==> src/rtl/rf_pkg.sv <==
// Shared constants and arbiter state encoding for the
// register-file write-port slice.
package rf_pkg;

  localparam int NUM_REG        = 32;
  localparam int REG_ADDR_WIDTH = 5;
  localparam int REG_WIDTH      = 32;

  typedef enum logic [1:0] {
    IDLE,
    WAIT,
    FORCE
  } arb_state_e;

endpackage

==> src/rtl/rf_scoreboard.sv <==
// Pending-destination scoreboard for outstanding MCU results,
// with combinational RAW/WAW hazard lookup for decode.
module rf_scoreboard #(
  parameter int NUM_REG        = rf_pkg::NUM_REG,
  parameter int REG_ADDR_WIDTH = rf_pkg::REG_ADDR_WIDTH
) (
  input  logic                      clk,
  input  logic                      rst_n,
  input  logic                      i_issue,
  input  logic [REG_ADDR_WIDTH-1:0] i_issue_rd,
  input  logic                      i_clr,
  input  logic [REG_ADDR_WIDTH-1:0] i_clr_rd,
  input  logic [REG_ADDR_WIDTH-1:0] i_rs1,
  input  logic [REG_ADDR_WIDTH-1:0] i_rs2,
  output logic                      o_hazard
);

  logic [NUM_REG-1:0] r_pend;
  logic [NUM_REG-1:0] w_pend_nxt;

  // Set is applied after clear so a same-cycle reissue survives.
  always_comb begin
    w_pend_nxt = r_pend;
    if (i_clr)
      w_pend_nxt[i_clr_rd] = 1'b0;
    if (i_issue)
      w_pend_nxt[i_issue_rd] = 1'b1;
    w_pend_nxt[0] = 1'b0;
  end

  always_ff @(posedge clk or negedge rst_n) begin
    if (!rst_n)
      r_pend <= '0;
    else
      r_pend <= w_pend_nxt;
  end

  assign o_hazard = r_pend[i_rs1]
                  | r_pend[i_rs2]
                  | (i_issue & r_pend[i_issue_rd]);

endmodule

==> src/rtl/rf_wport_arbiter.sv <==
// Shares the register-file write port between WB and the MCU,
// forcing a one-cycle pipeline stall when the MCU starves.
module rf_wport_arbiter #(
  parameter int NUM_REG        = rf_pkg::NUM_REG,
  parameter int REG_ADDR_WIDTH = rf_pkg::REG_ADDR_WIDTH,
  parameter int REG_WIDTH      = rf_pkg::REG_WIDTH,
  parameter int STARVE_LIMIT   = 4
) (
  input  logic                      clk,
  input  logic                      rst_n,
  input  logic                      wb_we,
  input  logic [REG_ADDR_WIDTH-1:0] wb_rd,
  input  logic [REG_WIDTH-1:0]      wb_data,
  input  logic                      mc_valid,
  input  logic [REG_ADDR_WIDTH-1:0] mc_rd,
  input  logic [REG_WIDTH-1:0]      mc_data,
  output logic                      mc_ready,
  input  logic                      mc_issue,
  input  logic [REG_ADDR_WIDTH-1:0] mc_issue_rd,
  input  logic [REG_ADDR_WIDTH-1:0] dec_rs1,
  input  logic [REG_ADDR_WIDTH-1:0] dec_rs2,
  output logic                      dec_hazard,
  output logic                      pipe_stall,
  output logic                      rf_we,
  output logic [REG_ADDR_WIDTH-1:0] rf_addr,
  output logic [REG_WIDTH-1:0]      rf_data
);

  import rf_pkg::*;

  localparam int CW = $clog2(STARVE_LIMIT + 1);
  localparam logic [CW-1:0] LIM = CW'(STARVE_LIMIT);

  arb_state_e r_state;
  arb_state_e w_state_nxt;
  logic [CW-1:0] r_cnt;
  logic [CW-1:0] w_cnt_nxt;

  logic w_force;
  logic w_grant_mc;
  logic w_grant_wb;
  logic w_issue_set;
  logic [REG_ADDR_WIDTH-1:0] w_addr;
  logic [REG_WIDTH-1:0]      w_data;

  assign w_force    = (r_state == FORCE);
  assign w_grant_mc = rst_n & mc_valid & (~wb_we | w_force);
  assign w_grant_wb = rst_n & wb_we & ~w_grant_mc;

  always_comb begin
    w_state_nxt = r_state;
    w_cnt_nxt   = r_cnt;
    unique case (r_state)
      IDLE: begin
        w_cnt_nxt = '0;
        if (mc_valid & wb_we) begin
          w_state_nxt = WAIT;
          w_cnt_nxt   = CW'(1);
        end
      end
      WAIT: begin
        if (~mc_valid | ~wb_we) begin
          w_state_nxt = IDLE;
          w_cnt_nxt   = '0;
        end else if (r_cnt == LIM) begin
          w_state_nxt = FORCE;
        end else begin
          w_cnt_nxt = r_cnt + CW'(1);
        end
      end
      FORCE: begin
        w_state_nxt = IDLE;
        w_cnt_nxt   = '0;
      end
      default: begin
        w_state_nxt = IDLE;
        w_cnt_nxt   = '0;
      end
    endcase
  end

  always_ff @(posedge clk or negedge rst_n) begin
    if (!rst_n) begin
      r_state <= IDLE;
      r_cnt   <= '0;
    end else begin
      r_state <= w_state_nxt;
      r_cnt   <= w_cnt_nxt;
    end
  end

  always_comb begin
    w_addr = '0;
    w_data = '0;
    unique case (1'b1)
      w_grant_mc: begin
        w_addr = mc_rd;
        w_data = mc_data;
      end
      w_grant_wb: begin
        w_addr = wb_rd;
        w_data = wb_data;
      end
      default: ;
    endcase
  end

  // x0 writes still handshake but never reach the array.
  assign rf_we      = (w_grant_mc | w_grant_wb) & (w_addr != '0);
  assign rf_addr    = w_addr;
  assign rf_data    = w_data;
  assign mc_ready   = w_grant_mc;
  assign pipe_stall = rst_n & w_force;

  assign w_issue_set = mc_issue & (mc_issue_rd != '0);

  rf_scoreboard #(
    .NUM_REG        (NUM_REG),
    .REG_ADDR_WIDTH (REG_ADDR_WIDTH)
  ) u_sb (
    .clk        (clk),
    .rst_n      (rst_n),
    .i_issue    (w_issue_set),
    .i_issue_rd (mc_issue_rd),
    .i_clr      (w_grant_mc),
    .i_clr_rd   (mc_rd),
    .i_rs1      (dec_rs1),
    .i_rs2      (dec_rs2),
    .o_hazard   (dec_hazard)
  );

endmodule

==> config.mk <==
export PLATFORM = sky130hd
export DESIGN_NAME = rf_wport_arbiter
export DESIGN_NICKNAME = d
export VERILOG_FILES = /design/src/rtl/rf_pkg.sv /design/src/rtl/rf_scoreboard.sv /design/src/rtl/rf_wport_arbiter.sv
export SDC_FILE = /design/constraint.sdc
export NUM_CORES = 1
export LEC_CHECK = 0
export ABC_AREA = 0
export CELL_PAD_IN_SITES_DETAIL_PLACEMENT = 1
export CELL_PAD_IN_SITES_GLOBAL_PLACEMENT = 2
export CORE_MARGIN = 10
export CORE_UTILIZATION = 25
export DETAILED_ROUTE_END_ITERATION = 6
export PLACE_DENSITY_LB_ADDON = 0.05
export SLEW_MARGIN = 20
export SYNTH_ARGS = -nofsm -noshare
export SYNTH_HDL_FRONTEND = slang
export SYNTH_SLANG_ARGS = --single-unit
==> constraint.sdc <==
create_clock -name clk -period 5.35 [get_ports clk]
set_input_delay 1.07 -clock clk [delete_from_list [all_inputs] [get_ports clk]]
set_output_delay 1.07 -clock clk [all_outputs]
set_load 0.05 [all_outputs]
After elaboration in Yosys (flattened, before gate mapping)
Index checks and enable logic that the tools add are counted.
Widths: inputs -> output; s select.
{"block": "word_totals", "reg_bits": 36, "output_inout_bits": 41, "elab_cells": 64}
{"block": "op_classes", "add_sub_neg": 1, "order_cmp": 6, "n_eq_ne": 6, "n_mux": 22, "bitwise_logic": 20, "n_reduce_logical": 6}
{"cell": "$mux 32", "n": 2}
{"cell": "$pmux 32 s2", "n": 1}
{"cell": "$and 32x32->32", "n": 1}
{"cell": "$not 32->32", "n": 1}
{"cell": "$or 32x32->32", "n": 1}
{"cell": "$lt 5x6->1 const B", "n": 4}
{"cell": "$bmux 1 s5", "n": 3}
{"cell": "$demux 1 s5", "n": 2}
{"cell": "$ge 5x1->1 const B", "n": 2}
{"cell": "$pmux 5 s2", "n": 1}
{"cell": "$reduce_bool 5->1", "n": 2}
{"cell": "$and 1x1->1", "n": 9}
{"cell": "$mux 1", "n": 6}
{"cell": "$mux 2", "n": 3}
{"cell": "$mux 3", "n": 2}
{"cell": "$ne 3x3->1 const B", "n": 2}
{"cell": "$pmux 3 s2", "n": 1}
{"cell": "$or 1x1->1", "n": 5}
{"cell": "$pmux 2 s2", "n": 1}
{"cell": "$add 3x1->3 const B", "n": 1}
{"cell": "$eq 3x3->1 const B", "n": 1}
{"cell": "$not 1->1", "n": 3}
{"cell": "$eq 2x1->1 const B", "n": 1}
{"cell": "$eq 2x2->1 const B", "n": 1}
{"cell": "other kinds (4)", "n": 5}

Depth between registers and ports, before layout
Gate-level depths: netlist (run 1).
{"block": "depth", "word_depth": 9, "ltp_mapped": 7, "ltp_nobuf": 5}

Hierarchy
A second synthesis (run 1) with hierarchy kept.
{"block": "hier_totals", "hier_cells": 285, "hier_area_um2": 2832.7}
{"module": "rf_scoreboard", "n_inst": 1, "cells_per_inst": 202, "area_each_um2": 2139.6, "seq_area_each_um2": 775.7}
{"module": "rf_wport_arbiter", "n_inst": 1, "cells_per_inst": 83, "area_each_um2": 693.2, "seq_area_each_um2": 125.1}

Worst setup path before layout (run 1)
OpenSTA, ideal clock, no wires.
{"block": "synth_path", "path_type": "input -> output", "start": "in mc_issue_rd[2]", "end": "out dec_hazard", "arrival_ps": 2762, "slack_ps": 1518, "stages": 6, "path_buffers": 1, "cell_sequence": "clkbuf_1 -> nor3b_1 -> a32oi_1 -> o2111ai_1 -> a21oi_1 -> o211ai_1"}
{"block": "synth_via", "elab_chain_cells": 4, "elab_cells_between_ends": 6}
{"element": "start, declared", "line_no": "rf_wport_arbiter.sv:19", "text": "input logic [REG_ADDR_WIDTH-1:0] mc_issue_rd,"}
{"element": "$bmux 1 s5 / $reduce_bool 5->1 (equally long branches)", "line_no": "rf_scoreboard.sv:40, rf_wport_arbiter.sv:115"}
{"element": "$mux 1 (not written as such) / $and 1x1->1 (equally long branches)", "line_no": "rf_scoreboard.sv:40, rf_wport_arbiter.sv:115"}
{"element": "$and 1x1->1 *", "line_no": "rf_scoreboard.sv:40", "text": "| (i_issue & r_pend[i_issue_rd]);"}
{"element": "$or 1x1->1 *", "line_no": "rf_scoreboard.sv:40"}
{"element": "end, declared", "line_no": "rf_wport_arbiter.sv:22", "text": "output logic dec_hazard,"}
Mark *: on every way between the ends. The rest lies on a longest branch, timed or not. The select of a mux whose other input is x is not followed.

Worst setup path in the final report (run 1)
{"block": "layout_path", "start": "in mc_issue_rd[1]", "end": "out dec_hazard"}
Same word-level chain as after synthesis.

==> impl_summary.md, run 1 <==
Outcome
The flow ran to the end, and the final reports show no timing, DRC or antenna violations.

Setup path
The worst register-to-register path begins at r_state[0]. The worst reg-to-reg path cell count is 5. Of all nets on the critical path, the largest fanout is 19. STA classifies the critical path startpoint as a primary input. The reg-to-reg endpoint is u_sb.r_pend[31]. Data on the critical path is required at its endpoint by 4280 ps.

The data arrival time at the worst-slack endpoint is 3400 ps. The worst setup path is of the primary input to primary output kind. The critical path endpoint category is a primary output. The capture point of the worst path is dec_hazard. For flop-to-flop paths, the worst setup slack is 3130 ps. The beginning of the critical path is mc_issue_rd[1].

STA
The worst-margin pin slew is 900 ps. The final-report max-slew violation count was 0. Setup repair after global routing left no endpoint under its margin. Between clock sinks in the finished design, the worst skew comes to between 5 and 6 ps. The final setup TNS is 0 ps. The clock period could shrink to 4470 ps. The achievable frequency is roughly 0.22 GHz. In the finished design, the share of the clock period the worst path needs comes to 0.835. Setup violations remaining at the end of the flow were counted as 0. The count of final hold-check violations is 0. The relative slew slack is 0.398.

Place
Routability-driven placement finished with a final weighted congestion of 0.802. The number of buffers added on ports is about 130. After legalization and detailed placement, the total HPWL measured 10.9 mm.

Clock network
Clock tree synthesis found a total of 36 sinks. Clock tree synthesis selected as its root buffer the cell sky130_fd_sc_hd__clkbuf_16. TritonCTS built the clock tree. The H-tree generated during clock tree synthesis spans 2 levels.

Clock-pin slew was measured on the worst setup and hold paths at 60 ps. The number of hold-repair buffers added at the cts stage is 0. The clock insertion delay at the later pin of the skew report is 280 ps.

Once the clock tree was built, the resizer swapped 0 gates to a different size. In this run the deepest clock path goes through 2 buffers. Counting the buffers created by CTS gives 5. The number of setup buffers added after CTS is 0.

Floorplan
Measured along the y axis, the die boundary spans 127 µm. The overall die width is 127 µm. The top-level I/O count is 135. The die covers 16000 µm². The total area inside the core boundary comes to 11000 µm². The number of standard-cell rows in the floorplan is 38. For this configuration, the core starts out at a cell density of 0.259.

Layout
After the last flow step, the layout net total stands at 509. Of the cells placed in the final design, the portion with a size suffix greater than 1 is 0.184. The area growth from synthesis to layout is 51.8%.

Measured on the finished design, the core utilization comes to 0.393.

Routing
The remaining number of nets flagged by the antenna check after routing is 0. The detailed router finished its first iteration with between 100 and 150 violations. The via count is around 3000. The wire length reported by the detailed router is 13.4 mm. The residual DRC count is 0. The average detailed-routed wire length per instance is 24.2 µm.

The number of vias per cell after detailed routing is 5.49. The first detailed-routing pass took 4 iterations.

Logic synthesis
In this run, synthesis inferred 0 flip-flops with an integrated enable. The post-synthesis net count is 388. By instance count, the leading cell after synthesis is sky130_fd_sc_hd__o21ai_0.

The share of synthesized area in the top cell type comes to 0.317. The leading area contributor after synthesis is sky130_fd_sc_hd__dfrtp_1. The register area share after synthesis is 0.317. In the synthesized netlist, the cells that appear most often are sky130_fd_sc_hd__o21ai_0, sky130_fd_sc_hd__a22o_1, sky130_fd_sc_hd__dfrtp_1, sky130_fd_sc_hd__mux4_2, sky130_fd_sc_hd__nand3b_1. The share of async-settable or async-resettable flops after synthesis is 1.00. After synthesis, the cell types taking the most area are sky130_fd_sc_hd__dfrtp_1, sky130_fd_sc_hd__a22o_1, sky130_fd_sc_hd__mux4_2, sky130_fd_sc_hd__o21ai_0, sky130_fd_sc_hd__mux2i_1. The predominant post-synthesis flop cell is sky130_fd_sc_hd__dfrtp_1. After synthesis, the mean cell area works out to 9.74 µm². The Yosys warning count is 0.

The netlist uses between 40 and 50 different library cells. In this run, synthesis produced a sequential element count of 36. The cell count after synthesis came out at 292.

The synthesized netlist occupies a cell area of 2850 µm².

Power and ir drop
The power per cell area is about 260 nW/µm². For this design the static power due to leakage is about 1.7 nW. The worst voltage drop across the vdd grid is 0.123 mV.

Run
Across the run, the number of max-cap violations was 0.

GRT
The first-pass GRT wire length is between 20 and 25 mm. The number of global-route vias before repair is 3442. The number of antenna violations at the first check in global routing came to 1. Entering global routing, the biggest net connects 38 pins. The total overflow left after global routing is 0. For this run, the total global-route usage over all layers was measured as 0.161.

Worst hold path
The worst hold path belongs to the class register to register.
## power by group
part	total [W]	switching, W	leakage [nW]	internal (W)
Sequential	0.000412	0.0000816	0.429	0.000330
Clock	0.000298	0.000112	0.0701	0.000186
Combinational	0.000423	0.000212	1.19	0.000211
Total	0.00113	0.000406	1.69	0.000727
## worst min path at each step
stage | startpoint | to | slack (ps) | cells after the start
6_report | r_state[0] | r_cnt[0] | 540 | 1
5_1_grt | r_state[0] | r_state[0] | 570 | 1
3_3_place_gp | r_state[0] | r_cnt[0] | 520 | 1
4_1_cts | r_state[0] | r_cnt[0] | 540 | 1
2_1_floorplan | r_state[0] | r_cnt[0] | 480 | 1
3_5_place_dp | r_state[0] | r_cnt[0] | 520 | 1
## cell type report
cell class	instances	area (µm²)
inverters	4	15.0
multi-input cells	229	1820
repair buffers	137	1260
diodes	1	2.50
clock inverters	1	7.51
clock buffers	7	143
fillers	1257	6660
flip-flops and latches	36	901
well taps	140	175
## routing by layer
layer / global-route usage / part of all wire / vias up / wire [µm]
met2: 0.265 / 0.47 / 127 / 6380
li1: - / - / 1400 / -
met4: 0.0462 / 0.022 / 0 / 290
met1: 0.188 / 0.41 / 1500 / 5570
met5: 0 / 0 / - / 0
met3: 0.0666 / 0.089 / 19 / 1200
## cells in the final DEF, fill, tap and decap left out, types with 2 or more instances in the layout
master,instances
sky130_fd_sc_hd__clkdlybuf4s50_1,94
sky130_fd_sc_hd__o21ai_0,51
sky130_fd_sc_hd__buf_4,42
sky130_fd_sc_hd__a22o_1,37
sky130_fd_sc_hd__dfrtp_1,36
sky130_fd_sc_hd__nand3b_1,14
sky130_fd_sc_hd__mux4_2,14
sky130_fd_sc_hd__nand2_1,13
sky130_fd_sc_hd__mux2i_1,13
sky130_fd_sc_hd__o21ai_1,11
sky130_fd_sc_hd__nand3_1,10
sky130_fd_sc_hd__nor2_1,8
sky130_fd_sc_hd__mux2_2,6
sky130_fd_sc_hd__a21oi_1,5
sky130_fd_sc_hd__clkbuf_16,5
sky130_fd_sc_hd__inv_1,4
sky130_fd_sc_hd__nand2b_1,4
sky130_fd_sc_hd__nand4_1,3
sky130_fd_sc_hd__or3_1,3
sky130_fd_sc_hd__nand4b_1,3
sky130_fd_sc_hd__or3b_1,2
sky130_fd_sc_hd__or2_1,2
sky130_fd_sc_hd__o31ai_1,2
sky130_fd_sc_hd__or3b_2,2
sky130_fd_sc_hd__nor3b_1,2
sky130_fd_sc_hd__o211ai_1,2
sky130_fd_sc_hd__mux4_1,2
sky130_fd_sc_hd__ha_1,2
## registers in the layout, indices dropped and copies added (netlist names)
register and cells:
u_sb.r_pend 31, r_cnt 3, r_state 2
## critical path: stages
cell	delay, ps
sky130_fd_sc_hd__clkdlybuf4s50_1	1060
sky130_fd_sc_hd__mux4_2	340
sky130_fd_sc_hd__or3b_1	350
sky130_fd_sc_hd__o2111ai_1	80
sky130_fd_sc_hd__a21oi_1	70
sky130_fd_sc_hd__o211ai_1	180
sky130_fd_sc_hd__buf_4	230
## metrics by stage
stage	cells	hold WS, ps	setup slack [ps]	area, µm²	total power, W
after floorplan	292	478	1520	2850	0.000641
after global placement	546	519	905	4170	0.000838
after detailed placement	546	520	905	4170	0.000842
after CTS	554	539	896	4320	0.00114
after global routing	554	574	778	4320	0.00119
final	555	538	882	4320	0.00113
## cell families after synthesis
logic type / Yosys count / synth area share
AOI/OAI and AO/OA: 117 / 0.269
muxes: 35 / 0.199
buffers and inverters: 27 / 0.0453
xor gates and xnor gates: 1 / 0.00308
DFF: 36 / 0.317
and+or+nand+nor: 74 / 0.158
adders and majority gates: 2 / 0.00879
(Power assumes the default switching activity.)
==> run 2: changes to the inputs <==
--- a/config.mk
+++ b/config.mk
@@ -9,7 +9,7 @@
 export CELL_PAD_IN_SITES_DETAIL_PLACEMENT = 1
 export CELL_PAD_IN_SITES_GLOBAL_PLACEMENT = 2
 export CORE_MARGIN = 10
-export CORE_UTILIZATION = 25
+export CORE_UTILIZATION = 21
 export DETAILED_ROUTE_END_ITERATION = 6
 export PLACE_DENSITY_LB_ADDON = 0.05
 export SLEW_MARGIN = 20
==> constraint.sdc (replaced) <==
create_clock -name clk -period 4.1 [get_ports clk]
set_input_delay 0.82 -clock clk [delete_from_list [all_inputs] [get_ports clk]]
set_output_delay 0.82 -clock clk [all_outputs]
set_load 0.05 [all_outputs]
==> run 2 against run 1 <==
Wire length is 8.3% higher. Combinational power rose by 51%. Power up 38%. Setup slack worse by 610 ps. Clock skew hardly changed. Via count increased by 1.2%. Sequential share of layout area is 2.5 points lower. Die area rose by 16%. Final cell count increased by 7.6%. Clock power grew 26%. First-iteration DRC count fell by 6.6%. Largest cell class unchanged. Largest power group unchanged.
==> impl_summary.md, run 2 (same netlist as run 1, synthesis figures left out) <==
Setup path
The worst reg-to-reg path cell count was 6 (+1). The data arrival time at the worst-slack endpoint is 3010 ps (-390 ps). STA classifies the critical path endpoint as a primary output. The peak fanout along the critical path is 8 (-11). The critical path is of the primary input to primary output type. The buffers plus inverters on the worst setup path is 2 (unchanged). The startpoint type of the worst setup path is a primary input. The number of gates on the worst path with buffers counted is 7 (unchanged). The signal on the critical path passes through clkdlybuf4s50_1 > mux4_2 > mux2i_1 > nor3b_1 > nor4_2 > o211ai_1 > buf_12. The worst register-to-register path ends at u_sb.r_pend[4].

The worst reg-to-reg setup slack is 1710 ps (-1420 ps). The cell type of the slowest stage on the worst timing path is sky130_fd_sc_hd__clkdlybuf4s50_1. The delay of the slowest cell on the worst path was 800 ps (-260 ps). The kind of cell with the highest combined delay along the critical path is buffers and inverters.

The data required time at the worst endpoint is 3280 ps (-1000 ps). The reg-to-reg critical path startpoint is r_state[0].

Clock network
The clock insertion delay at the later pin of the skew report is 280 ps (about the same). The quantity of gates resized following cts is 0 (unchanged). The H-tree depth is 2 (unchanged). The number of hold-repair buffers added at the cts stage was 0 (unchanged). The number of sinks handled by clock tree synthesis is 36 (unchanged). The root buffer selected by CTS is sky130_fd_sc_hd__clkbuf_16.

The clock transition at the registers of the reported paths came to 60 ps (about the same). The total CTS buffers came to 5 (unchanged). The clock tree buffer depth was 2 (unchanged). The TritonCTS clock tree is yes. The post-CTS setup repair buffer count is 0 (unchanged).

Power and ir drop
The worst voltage drop across the vdd grid was 0.163 mV (+32%). The power per cell area came to 318 nW/µm² (+21%). The overall power after layout was 0.00156 W (+38%). The leakage power total came to 1.87 nW (+10%).

STA
The count of final hold-check violations was 0 (unchanged). The relative slew slack is 0.643 (+0.245). The worst-margin pin slew was 535 ps (-366 ps).

The final-report max-slew violation count came to 0 (unchanged). The final setup TNS is 0 ps (unchanged). The final critical-path required period is 3830 ps. The final hold slack is 405 ps (-133 ps). Of the available clock period, the critical path in the final layout requires 0.933.

The post-route clock skew is 5.85 ps (+0.0326 ps). The achievable frequency is approximately 0.26 GHz. The setup slack after layout is 273 ps (-609 ps). The number of failing setup endpoints in the final timing report is 0 (unchanged). Setup repair after global routing left no endpoint under its margin.

Routing
The residual DRC count is 0 (unchanged). The via count is 3082 (+1.2%). The remaining number of nets flagged by the antenna check after routing was 0 (unchanged). The average detailed-routed wire length per instance was 24.4 µm (+0.67%). The number of iterations in the first detailed-routing pass was 4 (unchanged). The first-iteration detailed-routing DRC count was 113 (-6.6%). The number of vias per cell after detailed routing is 5.16 (-5.9%). The wire length reported by the detailed router was 14.5 mm (+8.3%).

Floorplan
The die area is 18600 µm² (+16%). The vertical die dimension is 136 µm (+7.7%). The effective utilization at floorplan is 0.215 (-0.0442). The top-level I/O count came to 135 (unchanged). The number of standard-cell rows in the floorplan is 42 (+11%). The overall die width is 136 µm (+7.7%). The area inside the core boundary was 13200 µm² (+21%).

GRT
The first-pass GRT wire length is 21.7 mm (+5.8%). The number of antenna violations at the first check in global routing came to 0 (-1). The total global routing overflow came to 0 (unchanged). The maximum number of pins on one net before global-route repair is 35 (-7.9%). The global-route usage over all layers is 0.154 (-0.00734).

The number of global-route vias before repair came to 3389 (-1.5%).

Layout
The fraction of final layout cells with drive strength greater than 1 is 0.202 (+0.0183). In the final layout, the registers with the most flip-flops are u_sb.r_pend: 31 flops, r_cnt: 3 flops, r_state: 2 flops. The area growth from synthesis to layout is 72.5%. The flip-flop count of the largest register after layout is 31 (unchanged). The most common cell after layout, fill and taps aside is sky130_fd_sc_hd__clkdlybuf4s50_1.

The final standard cell count with taps included and fillers excluded was 597 (+7.6%). The antenna diode instance count is 0 (-1). The net count of the finished layout is 516 (+1.4%). Ranked by flip-flop count, first place goes to u_sb.r_pend. The layout filler cell count is 1485 (+18%). The top cell types in the final layout, fill and taps aside, are sky130_fd_sc_hd__clkdlybuf4s50_1, sky130_fd_sc_hd__o21ai_0, sky130_fd_sc_hd__buf_12, sky130_fd_sc_hd__a22o_1, sky130_fd_sc_hd__dfrtp_1.

Outcome
The run finished with clean final reports.

Place
The final weighted congestion of routability-driven global placement came to 0.807 (+0.67%). The detailed placer's ending HPWL is 12.1 mm (+12%). The cell count after placement is 589 (+7.9%). The placement-stage worst setup slack came to 241 ps (-664 ps).

The number of buffers added on ports is 134 (unchanged).

Run
The max-cap check violation count was 0 (unchanged).

Worst hold path
The type of the tightest min-delay check is primary input to asynchronous set/reset pin.
## run 2: stage by stage
step | area, µm² | utilization
final | 4910 | 0.371
after global routing | 4910 | 0.371
after CTS | 4910 | 0.371
after detailed placement | 4760 | 0.360
after global placement | 4760 | 0.360
after floorplan | 2850 | -
## run 2: worst max-delay path by stage
stage | slack [ps] | end | start
floorplan | 770 | dec_hazard | mc_issue_rd[2]
global placement | 280 | dec_hazard | dec_rs2[0]
detailed placement | 240 | dec_hazard | dec_rs2[0]
CTS | 240 | dec_hazard | dec_rs2[0]
global route | 130 | dec_hazard | dec_rs2[0]
finish | 270 | dec_hazard | dec_rs2[0]
## run 2: layout make-up
cell class / count / area (µm²) / share of cell area
Clock inverter: 3 / 18.8 / 0.00382
Multi-Input combinational cell: 229 / 1820 / 0.370
Clock buffer: 5 / 125 / 0.0255
Inverter: 4 / 15.0 / 0.00306
Sequential cell: 36 / 901 / 0.184
Timing Repair Buffer: 144 / 1810 / 0.369
Tap cell: 176 / 220 / 0.0449
## run 2: power breakdown
| group | switching [W] | internal (W) |
|---|---|---|
| combinational | 0.000296 | 0.000344 |
| clock | 0.000152 | 0.000224 |
| sequential | 0.000115 | 0.000431 |
## run 2: metal layers
metal | global-route usage | share of wire | vias to the layer above
met5 | 0 | 0 | -
met1 | 0.190 | 0.43 | 1508
met3 | 0.0620 | 0.095 | 16
li1 | - | - | 1410
met2 | 0.246 | 0.46 | 148
met4 | 0.0325 | 0.012 | 0
==> edit 1: new RTL, config.mk and constraints of run 2 <==
Change the package constant `REG_WIDTH` from 32 to 16.
--- a/src/rtl/rf_pkg.sv
+++ b/src/rtl/rf_pkg.sv
@@ -6,3 +6,3 @@
   localparam int REG_ADDR_WIDTH = 5;
-  localparam int REG_WIDTH      = 32;
+  localparam int REG_WIDTH      = 16;
 
Interface: changed (resized mc_data, rf_data and wb_data); port bits go from 135 to 87. The function was not compared with the original's and may differ.
==> edit 1 against run 2 <==
Maximum frequency fell by 1.8%. Power down 8.9%. Worst setup slack lost 0.071 ns. Synthesized cell count decreased by 1.4%. Critical path depth down 1. Sequential cell count is the same. Area after synthesis decreased by 5.0%. Count of clock-buffer cells in the layout is the same. Routed wire length fell by 20%. Clock skew up 0.0025 ns. Clock power is 1% higher. Core utilization decreased by 4.2 points. Final area down 16%. Critical endpoint unchanged. Largest cell class unchanged.
==> edit 1: results (changes against run 2) <==
[logic_synthesis]
syn_nets=352  ; -9.3%
synth_area_leaders=dfrtp_1 (33%), o21ai_0 (12%), mux4_2 (10%)
synth_common_cells=o21ai_0 (63), dfrtp_1 (36), nand2_1 (25), a22o_1 (21)
yosys.cell_types.count=44  ; -8.3%
ys_async_sr_fraction=1.00  ; unchanged
seq_area_frac_synth=0.333  ; +0.0167
yosysWarnings=0  ; unchanged

[detailed_routing]
dr.pass1.iters=4  ; unchanged
viasPerCell=5.08  ; -1.6%
wl_per_cell_um=21.3  ; -13%
drtIter0Drc=130  ; +15%

[worst_setup_path]
slowest_delay_ns=0.72  ; -0.08 ns
critPathMaxFanout=8  ; unchanged
reg2reg_depth=6  ; unchanged
cp.arrival_ns=3.08  ; +0.07 ns
cp_top_family=multiplexers
worst_path_max_delay_cell=clkdlybuf4s50_1

[clock_network]
cts_root_buf=clkbuf_16
cts_resized=0  ; unchanged
cts_setup_buffers=0  ; unchanged
clock_latency_ns=0.28  ; about the same
clkTransAtPathRegs_ns=0.06  ; about the same
ctsHtreeMaxLevel=2  ; unchanged
cts_buffers=5  ; unchanged
cts_buffer_depth=2  ; unchanged

[global_routing]
grt_pass1_vias=3032  ; -11%
grt_pass1_wl_um=18200  ; -16%
globalRouteTotalUtil=0.129  ; -0.0247
grt_start_max_net_pins=37  ; +5.7%
antenna_found_initial=0  ; unchanged

[pwr]
leakagePower_nw=1.56  ; -17%
ir_drop_uv=124  ; -24%

[placement]
gp_congestion=0.795  ; -1.5%
port_buffers=86  ; -36%
hpwl_um=9570  ; -21%

[layout]
reg_top3=u_sb.r_pend (31), r_cnt (3), r_state (2)
drive_above_1_share=0.198  ; -0.00404
n_fill_cell=1446  ; -2.6%
antennaDiodeCount=0  ; unchanged
fin_nets=437  ; -15%

[status]
outcome=completed

[min_path]
min_path_type=reg -> reg
hold_depth=1

[sta]
clock_skew_ns=0.00835  ; +0.00250 ns
worst_pin_slew_ns=0.505  ; -0.0296 ns

edit 1: path summary, 6_finish.rpt:
kind,from,endpoint,slack [ns]
setup / recovery,dec_rs2[0],dec_hazard,0.20
hold / removal,r_state[0]$_DFFE_PN0P_,r_cnt[0]$_DFFE_PN0P_,0.47
setup reg to reg,r_state[0]$_DFFE_PN0P_,u_sb.r_pend[12]$_DFF_PN0_,2.03
hold reg to reg,r_state[0]$_DFFE_PN0P_,r_cnt[0]$_DFFE_PN0P_,0.47
max in group asynchronous,rst_n,u_sb.r_pend[15]$_DFF_PN0_,3.12
min in group asynchronous,rst_n,r_cnt[0]$_DFFE_PN0P_,0.63
edit 1: routing by layer:
metal / track usage / wire length [um] / vias to the layer above
met5: 0 / 0 / -
met2: 0.212 / 5390 / 106
met4: 0.0187 / 116 / 0
met3: 0.0421 / 831 / 18
met1: 0.164 / 5280 / 1370
li1: - / - / 1279
edit 1: stage by stage:
step	std cells	instance area, um2	worst slack [ns]	power [mW]
CTS	546	4140	0.187	1.43
detailed placement	538	4000	0.190	1.06
floorplan	288	2700	0.810	0.787
finish	546	4140	0.202	1.42
global route	546	4140	0.0689	1.51
global placement	538	4000	0.218	1.06
edit 1: logic make-up (layout without fill, tap and decap cells):
logic type	after synthesis	in the layout	share of synthesized area
AOI/OAI and AO/OA	107	107	0.244
xor gates and xnor gates	1	1	0.00324
adders and majority gates	2	2	0.00926
buffers and inverters	26	112	0.0481
DFF	36	36	0.333
muxes	34	34	0.203
and+or+nand+nor	82	82	0.159
edit 1: layout make-up:
cell class	count	area [um2]	area share
Multi-Input combinational cell	226	1680	0.405
Clock inverter	3	18.8	0.00453
Tap cell	172	215	0.0520
Sequential cell	36	901	0.218
Inverter	4	15.0	0.00363
Clock buffer	5	125	0.0302
Timing Repair Buffer	100	1190	0.287
edit 1: power by group:
| group | internal (mW) | total [mW] | switching (mW) |
|---|---|---|---|
| combinational | 0.267 | 0.503 | 0.236 |
| sequential | 0.430 | 0.540 | 0.110 |
| clock | 0.224 | 0.380 | 0.156 |
==> edit 2: new RTL, config.mk and constraints of run 2 <==
Without the edit above. Re-encode `arb_state_e` (3 states) as one-hot, 3 bits wide.
--- a/src/rtl/rf_pkg.sv
+++ b/src/rtl/rf_pkg.sv
@@ -8,6 +8,6 @@
 
-  typedef enum logic [1:0] {
-    IDLE,
-    WAIT,
-    FORCE
+  typedef enum logic [2:0] {
+    IDLE  = 3'b001,
+    WAIT  = 3'b010,
+    FORCE = 3'b100
   } arb_state_e;
Check against the original RTL: no difference found for any inputs over 4 cycles, from zero or initial values and one cycle with rst_n low; so few cycles prove little.
==> edit 2 against run 2 <==
Sequential cell count increased by 1. Global-route usage down 0.13 points. Sequential share of layout area grew 0.40 points. Non-clock buffer count increased by 4. Power is 0.31% lower. Area after synthesis up 0.53%. Worst setup slack worse by 0.0028 ns. Routed wire length shrank 1.5%. First-iteration DRC count is 18% higher. Via count increased by 0.84%. Final area up 0.74%.
==> edit 2: results (changes against run 2) <==
[logic_synthesis]
syn_nets=394  ; +1.5%
synth_common_cells=o21ai_0 (62), a22o_1 (37), dfrtp_1 (36), nand2_1 (15), nor2_1 (15)
synth_area_leaders=dfrtp_1 (31%), a22o_1 (11%), mux4_2 (11%)
yosys.cell_types.count=43  ; -10%

[placement]
pre_cts_ws_ns=0.282  ; +0.0413 ns
place_inst=602  ; +2.2%
gp_congestion=0.800  ; -0.82%
dpl_cell_area_um2=4800  ; +0.76%

[pwr]
pg_seq_uw=540  ; -0.9%
comb_cell_power_uw=630  ; -2%
power_frac_comb=0.405  ; -0.005
p_sw_uw=554  ; -1.7%

[sta]
slew_headroom=0.627  ; -0.0158
clock_skew_ns=0.00459  ; -0.00126 ns

[detailed_routing]
vias=3108  ; +0.84%
dr.pass1.iters=5  ; +1
wl_per_cell_um=23.5  ; -3.6%
drtIter0Drc=133  ; +18%

[layout]
drive_above_1_share=0.205  ; +0.00317
reg_top3=u_sb.r_pend (31), r_cnt (3), r_state (3)
fin_nets=529  ; +2.5%

[worst_setup_path]
cp.arrival_ns=3.01  ; about the same
critPathMaxFanout=4  ; -4
slowest_delay_ns=0.67  ; -0.13 ns

[global_routing]
grt_start_max_net_pins=38  ; +8.6%
grt_pass1_vias=3407  ; +0.53%

[status]
outcome=completed

[min_path]
min_path_type=reg -> reg

-- edit 2: cell types whose count changed after synthesis, sizes merged, moves of 3 or more --
cell	delta
a21oi	+3
o31ai	+3
mux2	-3
nor2	+7
o22ai	+4
nand3b	-4
nand4b	-3
-- edit 2: area by class of cell --
| class | instances | area (um2) |
|---|---|---|
| Sequential cell | 37 | 927 |
| Inverter | 6 | 22.5 |
| Multi-Input combinational cell | 235 | 1790 |
| Fill cell | 1480 | 8350 |
| Timing Repair Buffer | 148 | 1840 |
| Clock buffer | 6 | 129 |
| Tap cell | 176 | 220 |
| Clock inverter | 2 | 15.0 |
-- edit 2: metal layers --
metal,up-vias,wire [um],global-route usage
li1,1430,-,-
met1,1534,5630,0.172
met2,129,7210,0.264
met3,13,1390,0.0630
met4,2,82,0.0278
met5,-,12,0
-- edit 2: path summary, 6_finish.rpt --
path	slack, ns	cells after the start	to	from
max	0.27	7	dec_hazard	dec_rs2[1]
min reg2reg	0.54	2	r_state[0]$_DFFE_PN1P_	r_state[2]$_DFFE_PN0P_
min	0.54	2	r_state[0]$_DFFE_PN1P_	r_state[2]$_DFFE_PN0P_
min in group asynchronous	0.63	2	r_state[1]$_DFFE_PN0P_	rst_n
max reg2reg	1.84	6	u_sb.r_pend[4]$_DFF_PN0_	r_state[1]$_DFFE_PN0P_
max in group asynchronous	3.11	2	u_sb.r_pend[7]$_DFF_PN0_	rst_n
-- edit 2: cell families (layout without fill, tap and decap cells) --
kind of cell | Yosys count | after routing | share of synthesized area
fa+ha+maj | 2 | 2 | 0.00875
compound gates | 124 | 124 | 0.279
flops | 37 | 37 | 0.324
buf+inv | 26 | 162 | 0.0521
simple gates | 77 | 77 | 0.151
xor+xnor | 1 | 1 | 0.00306
mux | 31 | 31 | 0.182
